==> src/rtl/aes_key_expander.sv <==
// AES-128 key expander: expands KEY into round keys RK0..RK10, one round key per clock.
// The round-key buffer stays readable through RK_IDX in every state.
module aes_key_expander (
  input  logic         CLK,
  input  logic         RESET,
  input  logic         START,
  input  logic [127:0] KEY,
  input  logic [3:0]   RK_IDX,
  output logic [127:0] RK_OUT,
  output logic         BUSY,
  output logic         DONE
);

  localparam int unsigned NUM_RK = 11;
  localparam int unsigned KEY_W  = 128;
  localparam int unsigned CNT_W  = 4;
  localparam logic [CNT_W-1:0] LAST_RND = CNT_W'(NUM_RK - 1);

  // FIPS-197 forward S-box, entry 0 in the most significant byte
  localparam logic [0:255][7:0] SBOX = {
    128'h637c777bf26b6fc53001672bfed7ab76,
    128'hca82c97dfa5947f0add4a2af9ca472c0,
    128'hb7fd9326363ff7cc34a5e5f171d83115,
    128'h04c723c31896059a071280e2eb27b275,
    128'h09832c1a1b6e5aa0523bd6b329e32f84,
    128'h53d100ed20fcb15b6acbbe394a4c58cf,
    128'hd0efaafb434d338545f9027f503c9fa8,
    128'h51a3408f929d38f5bcb6da2110fff3d2,
    128'hcd0c13ec5f974417c4a77e3d645d1973,
    128'h60814fdc222a908846eeb814de5e0bdb,
    128'he0323a0a4906245cc2d3ac629195e479,
    128'he7c8376d8dd54ea96c56f4ea657aae08,
    128'hba78252e1ca6b4c6e8dd741f4bbd8b8a,
    128'h703eb5664803f60e613557b986c11d9e,
    128'he1f8981169d98e949b1e87e9ce5528df,
    128'h8ca1890dbfe6426841992d0fb054bb16
  };

  typedef enum logic [1:0] {
    ST_IDLE,
    ST_EXPAND,
    ST_DONE
  } state_e;

  state_e           state_q, state_d;
  logic [CNT_W-1:0] cnt_q, cnt_d;
  logic [KEY_W-1:0] rk_q [NUM_RK];
  logic             busy_q, done_q;
  logic             load_key, write_rk;

  logic [CNT_W-1:0] prev_idx;
  logic [KEY_W-1:0] prev_rk, next_rk;
  logic [31:0]      w0, w1, w2, w3, t, n0, n1, n2, n3;
  logic [7:0]       rcon;

  function automatic logic [31:0] sub_word(input logic [31:0] w);
    return {SBOX[w[31:24]], SBOX[w[23:16]], SBOX[w[15:8]], SBOX[w[7:0]]};
  endfunction

  // Round constant for the round key being produced
  always_comb begin
    rcon = 8'h00;
    case (cnt_q)
      4'd1:    rcon = 8'h01;
      4'd2:    rcon = 8'h02;
      4'd3:    rcon = 8'h04;
      4'd4:    rcon = 8'h08;
      4'd5:    rcon = 8'h10;
      4'd6:    rcon = 8'h20;
      4'd7:    rcon = 8'h40;
      4'd8:    rcon = 8'h80;
      4'd9:    rcon = 8'h1b;
      4'd10:   rcon = 8'h36;
      default: rcon = 8'h00;
    endcase
  end

  always_comb begin
    prev_idx = (cnt_q == '0) ? '0 : CNT_W'(cnt_q - CNT_W'(1));
    prev_rk  = rk_q[prev_idx];
    {w0, w1, w2, w3} = prev_rk;
    t  = sub_word({w3[23:0], w3[31:24]}) ^ {rcon, 24'h000000};
    n0 = w0 ^ t;
    n1 = w1 ^ n0;
    n2 = w2 ^ n1;
    n3 = w3 ^ n2;
    next_rk = {n0, n1, n2, n3};
  end

  // Next-state and datapath enables
  always_comb begin
    state_d  = state_q;
    cnt_d    = cnt_q;
    load_key = 1'b0;
    write_rk = 1'b0;
    case (state_q)
      ST_IDLE: begin
        if (START) begin
          state_d  = ST_EXPAND;
          cnt_d    = CNT_W'(1);
          load_key = 1'b1;
        end
      end
      ST_EXPAND: begin
        write_rk = 1'b1;
        cnt_d    = CNT_W'(cnt_q + CNT_W'(1));
        if (cnt_q == LAST_RND) begin
          state_d = ST_DONE;
          cnt_d   = '0;
        end
      end
      ST_DONE: begin
        if (!START) state_d = ST_IDLE;
      end
      default: state_d = ST_IDLE;
    endcase
  end

  always_ff @(posedge CLK) begin
    if (RESET) begin
      state_q <= ST_IDLE;
      cnt_q   <= '0;
      busy_q  <= 1'b0;
      done_q  <= 1'b0;
      for (int unsigned i = 0; i < NUM_RK; i++) rk_q[i] <= '0;
    end else begin
      state_q <= state_d;
      cnt_q   <= cnt_d;
      busy_q  <= (state_d == ST_EXPAND);
      done_q  <= (state_d == ST_DONE);
      if (load_key) rk_q[0] <= KEY;
      if (write_rk) rk_q[cnt_q] <= next_rk;
    end
  end

  assign RK_OUT = (RK_IDX <= LAST_RND) ? rk_q[RK_IDX] : '0;
  assign BUSY   = busy_q;
  assign DONE   = done_q;

endmodule

==> config.mk <==
export PLATFORM = sky130hd
export DESIGN_NAME = aes_key_expander
export DESIGN_NICKNAME = d
export VERILOG_FILES = /design/src/rtl/aes_key_expander.sv
export SDC_FILE = /design/constraint.sdc
export NUM_CORES = 2
export LEC_CHECK = 0
export CAP_MARGIN = 20
export CELL_PAD_IN_SITES_DETAIL_PLACEMENT = 0
export CELL_PAD_IN_SITES_GLOBAL_PLACEMENT = 2
export CORE_UTILIZATION = 25
export DETAILED_ROUTE_END_ITERATION = 10
export DONT_BUFFER_PORTS = 1
export PLACE_DENSITY = 0.53
export SYNTH_ARGS = -nofsm -noshare
export SYNTH_HDL_FRONTEND = slang
export SYNTH_SLANG_ARGS = --single-unit
==> constraint.sdc <==
create_clock -name CLK -period 19.05 [get_ports CLK]
set_input_delay 3.81 -clock CLK [delete_from_list [all_inputs] [get_ports CLK]]
set_output_delay 3.81 -clock CLK [all_outputs]
set_load 0.1 [all_outputs]
Word-level counts from Yosys, hierarchy flattened
Memory sizes are Yosys's and may differ from the RTL's. A register that Yosys moved wholly into a read port is not among the register bits.
Index checks and enable logic that the tools add are counted.

storage, ports and cells
  register bits = 8
  memory bits (writable) = 1,408
  memory bits (read-only) = 8,320
  input port bits = 135
  output and inout bits = 130
  logic and storage cells = 72
  memories = 6

operators by class
  $add $sub $neg = 2
  magnitude comparators = 5
  equality and inequality tests = 6
  mux-type cells = 34
  bitwise gates (word level) = 10
  reduce and logical (&&, ||, !) cells = 5

memory list
  name             depth  bits a word  rd ports  clocked after Yosys merged registers in  wr ports  RTL line  source
  (no name shown)  256    8            1         0                                        0         57        return {SBOX[w[31:24]], SBOX[w[23:16]], SBOX[w[15:8]], SBOX[w[7:0]]};
  (no name shown)  256    8            1         0                                        0         57
  (no name shown)  256    8            1         0                                        0         57
  (no name shown)  256    8            1         0                                        0         57
  rk_q             11     128          2         0                                        11        47        logic [KEY_W-1:0] rk_q [NUM_RK];
  (no name shown)  16     8            1         1                                        0         63        case (cnt_q)

operators with widths
  operator             count
  $mux 128             3
  $xor 32x32->32       5
  $reduce_or 128->1    1
  $mux 8               8
  $ge 9x9->1 const B   4
  $not 8->9            4
  $mux 4               6
  $mux 1               12
  $pmux 4 s2           1
  $mux 2               3
  $pmux 2 s3           1
  $add 4x1->4 const B  1
  $eq 2x1->1 const B   2
  $eq 2x2->1 const B   2
  $eq 4x4->1 const B   1
  $le 4x4->1 const B   1
  $logic_not 4->1      1
  $sub 4x1->4 const B  1
  $logic_not 2->1      1
  $ne 2x2->1 const B   1
  $reduce_and 2->1     1
  $reduce_bool 2->1    1
  $or 1x1->1           1

Logic depth before layout (Yosys ltp)
An unclocked memory read counts as a cell.

  depth in word-level cells = 13
  gate-level depth with buffers = 27
  mapped depth without buffers = 18

Least setup slack after synthesis
OpenSTA, ideal clock, no wires.

  path kind = input -> register
  start = input port RESET
  end = memory rk_q[13][0] (enable)
  library setup time = 0.773 ns
  arrival = 13.869 ns
  required time = 18.277 ns
  path slack = 4.408 ns
  stages = 9
  path buffers = 6
  cells stage by stage = clkbuf_1 > inv_1 > nand2_1 > clkbuf_1 > clkbuf_1 > clkbuf_1 > buf_1 > clkbuf_1 > nor3_1

RTL lines
  item             RTL line  source
  start, declared  5         input logic RESET,
  end, declared    47

Final worst setup path
  start = input port RK_IDX[0]
  end = output port RK_OUT[94]

between the ends
  word-level cells in the longest chain between the ends = 2
  elaborated cells on any way between the ends = 3
  classes of those cells = order compare (1); mux (1); memory (1)

RTL lines
  item                                          RTL line  source
  start, declared                               8         input logic [3:0] RK_IDX,
  $mem_v2 11x128 or $le 4x4->1 (tied branches)  -
  $mux 128 *                                    136       assign RK_OUT = (RK_IDX <= LAST_RND) ? rk_q[RK_IDX] : '0;
  end, declared                                 9         output logic [127:0] RK_OUT,

Every way passes the cells marked *; elsewhere a longest branch is shown, timed or not.

==> summary.md <==
| Metric | Value |
|---|---|
| Status | `finished clean` |
| Final WL | `705100 um` |
| Gate Count Post-Synth | `11987` |
| First-pass GRT wire length | `between 900000 and 1000000 um` |
| Post-CTS setup buffers | `0` |
| CP Buf/Inv Count | `5` |
| Num CTS Buffers | `275` |
| YS warnings | `0` |
| Post-CTS Hold Fix Bufs | `0` |
| Critical Path Sink Type | `output port` |
| Drt via density | `5.924` |
| CP peak stage delay | `around 0.89 ns` |
| Synthesized net count | `12182` |
| Fmax | `~80 MHz` |
| Synth Register Bits | `2062` |
| Die Span X | `692.4 um` |
| Post-synth EDFFs | `approximately 1900` |
| Number of I/O port buffers | `0` |
| Starting Density | `0.2510` |
| H-Tree Depth | `5` |
| Largest net degree at the start of global routing | `approximately 390` |
| CP top delay family | `buffers and inverters` |
| Final setup fails | `0` |
| Register clock-pin slew on the reported worst setup and hold paths | `about 0.060 ns` |
| DRC Markers | `0` |
| Die area | `479400 um2` |
| I/O pin count | `roughly 270` |
| Root Driver | `clkbuf_16` |
| FFs w/ async S/R, synth | `0` |
| Layout area overhead | `14.96%` |
| Post-CTS sizing | `0` |
| CP Class | `in2out` |
| Top_reg_cell synth | `edfxtp_1` |
| Maximum vdd drop | `0.06934 mV` |
| LEAKAGE | `47.01 nW` |
| Syn avg cell area | `9.941 um2` |
| Tmin final | `about 13 ns` |
| PwrDens | `roughly 110 nW/um2` |
| Core ar. | `474800 um2` |
| Final period util | `0.6563` |
| Least-Margin Pin Slew | `approximately 1.4 ns` |
| Cell area after synthesis | `between 100000 and 150000 um2` |
| Unrepaired setup endpoints after global routing | `no` |
| Max-cap violations | `0` |
| Post-route ant nets | `0` |
| Crit path max-delay cell type | `buf_4` |
| Cell variety after synth | `128` |
| DR iter-0 viols | `between 10000 and 15000` |
| CTS tree | `done` |
| Final setup TNS | `0 ns` |
| Routability cong. | `0.9272` |
| Final Power | `~15 mW` |
| Drt pass-1 iters | `6` |
| Clock sinks | `between 2000 and 2500` |
| Vias | `107798` |
| Worst-case clock buffer depth | `4` |
| Vias in the first global route | `102163` |
| Die Ht | `692.4 um` |
| Fillers | `49460` |
| Initial antenna violation count | `a little under 80` |
| Nets | `11887` |
| Wire per inst | `38.75 um` |
| Global route overflow | `0` |
| Req. time, crit path | `15.24 ns` |
| Worst Skew | `approximately 0.070 ns` |
| Slew headroom | `0.08819` |
| Slew Limit Fails | `0` |
| Fin. Hold Viols | `0` |
| Row cnt | `253` |
| Crit path launch type | `input pin` |
| CP cell instances | `buf_16 > buf_16 > nor2b_4 > buf_12 > buf_4 > nand2_1 > o211ai_1 > o21ai_0 > o21ai_2 > buf_4` |
| Total track usage | `0.2826` |
| Placed wire-length estimate | `~430000 um` |
| Worst Path Max Fanout | `102` |
| Seq/Total Area, Yosys | `0.5075` |
| Share of layout cells above drive strength 1 | `0.1416` |
| Crit path arrival time | `8.69 ns` |
| Hold Crit Class | `reg2reg` |
| Worst skew pair latency | `0.97 ns` |
-- registers in the layout, indices dropped and copies added (netlist names) --
signal   flops
DONE         1
cnt_q        4
rk_q      2046
BUSY         1
rcon         8
state_q      2
-- placed cells by master (no fill, tap or decap), drive strengths merged, types with 50 or more instances in the layout --
master   count
ha          60
and2        55
a31oi      110
o211ai     250
a21oi      515
mux2i      215
inv        149
xnor2      129
dfxtp      144
edfxtp    1918
o21ai      733
o311ai      50
a31o        71
mux4       272
a211oi     166
clkbuf     371
a22oi       63
a311oi     232
buf        601
o22ai       58
a2111oi     93
nor2      1181
nand2b      56
and3       139
nor3       155
clkinv      97
nand3      943
nand2     2149
-- final cells by class --
class	instances	area (um2)	share of cell area
flip-flops and latches	2062	60490	0.4416
inverters	143	545.5	0.003982
clock buffers	370	7567	0.05524
well taps	6247	7816	0.05706
diodes	36	90.09	0.0006576
multi-input cells	8608	54150	0.3953
repair buffers	602	5050	0.03686
clock inverters	130	1281	0.009353
-- metal layers --
layer  share of wire  vias to the layer above  GRT usage
met1            0.42                    56208     0.3854
met5         0.00024                        -          0
li1                -                    44415          -
met3           0.087                     1079    0.05578
met4           0.044                       26     0.1089
met2            0.45                     6070     0.4404
-- synthesized netlist by cell type, types with 60 or more instances --
| cell type | count | area share |
|---|---|---|
| nand2_1 | 2146 | 0.068 |
| edfxtp_1 | 1918 | 0.48 |
| nor2_1 | 1176 | 0.037 |
| nand3_1 | 942 | 0.040 |
| o21ai_0 | 691 | 0.029 |
| clkbuf_1 | 619 | 0.019 |
| a21oi_1 | 506 | 0.021 |
| buf_2 | 342 | 0.014 |
| mux4_2 | 272 | 0.051 |
| o211ai_1 | 247 | 0.016 |
| a311oi_1 | 231 | 0.017 |
| mux2i_1 | 214 | 0.018 |
| a211oi_1 | 164 | 0.010 |
| nor3_1 | 150 | 0.0063 |
| buf_1 | 146 | 0.0046 |
| dfxtp_1 | 144 | 0.024 |
| and3_1 | 139 | 0.0073 |
| inv_1 | 129 | 0.0041 |
| xnor2_1 | 123 | 0.0090 |
| a31oi_1 | 110 | 0.0058 |
| a2111oi_0 | 85 | 0.0062 |
| a31o_2 | 69 | 0.0051 |
| a22oi_1 | 60 | 0.0038 |
| ha_1 | 60 | 0.0063 |
-- cell families after synthesis --
logic type,share of synthesized area
XOR/XNOR,0.01762
flip-flops,0.5075
adder cells (fa/ha/maj),0.006300
AO/OA/AOI/OAI,0.1712
multiplexers,0.07215
buffers and inverters,0.04763
AND/OR/NAND/NOR,0.1776
-- final timing paths --
check / endpoint / start / slack (ns) / depth (start not counted)
worst min-delay path: rk_q[10][35] / rk_q[10][35] / 0.49 / 2
worst min register to register: rk_q[10][35] / rk_q[10][35] / 0.49 / 2
worst max-delay path: RK_OUT[94] / RK_IDX[0] / 6.55 / 10
worst max register to register: rk_q[15][76] / cnt_q[1] / 8.97 / 23
-- where the power goes --
part,internal [mW],total [mW],switching [mW]
registers,5.17,5.26,0.0895
clock network,3.06,5.26,2.20
logic,1.07,4.29,3.22
-- stage by stage --
step,std cells,utilization,setup WS (ns),area [um2],hold WS (ns)
after floorplan,11987,-,4.408,119200,0.4490
after global placement,17633,0.2687,7.509,127600,0.4584
after detailed placement,17649,0.2691,7.567,127800,0.4733
after CTS,18149,0.2877,7.735,136600,0.4813
after global routing,18176,0.2884,6.513,136900,0.4970
final,18198,0.2885,6.548,137000,0.4855
-- worst register-to-register path, delay by kind of cell (launching register included) --
kind	cells	cell delay, ns
AOI/OAI and AO/OA	6	2.07
xor gates and xnor gates	2	1.02
adders and majority gates	1	0.85
buffers and inverters	9	3.81
DFF	1	0.53
and+or+nand+nor	5	1.47
No activity file was read; power rests on OpenSTA's default activity.
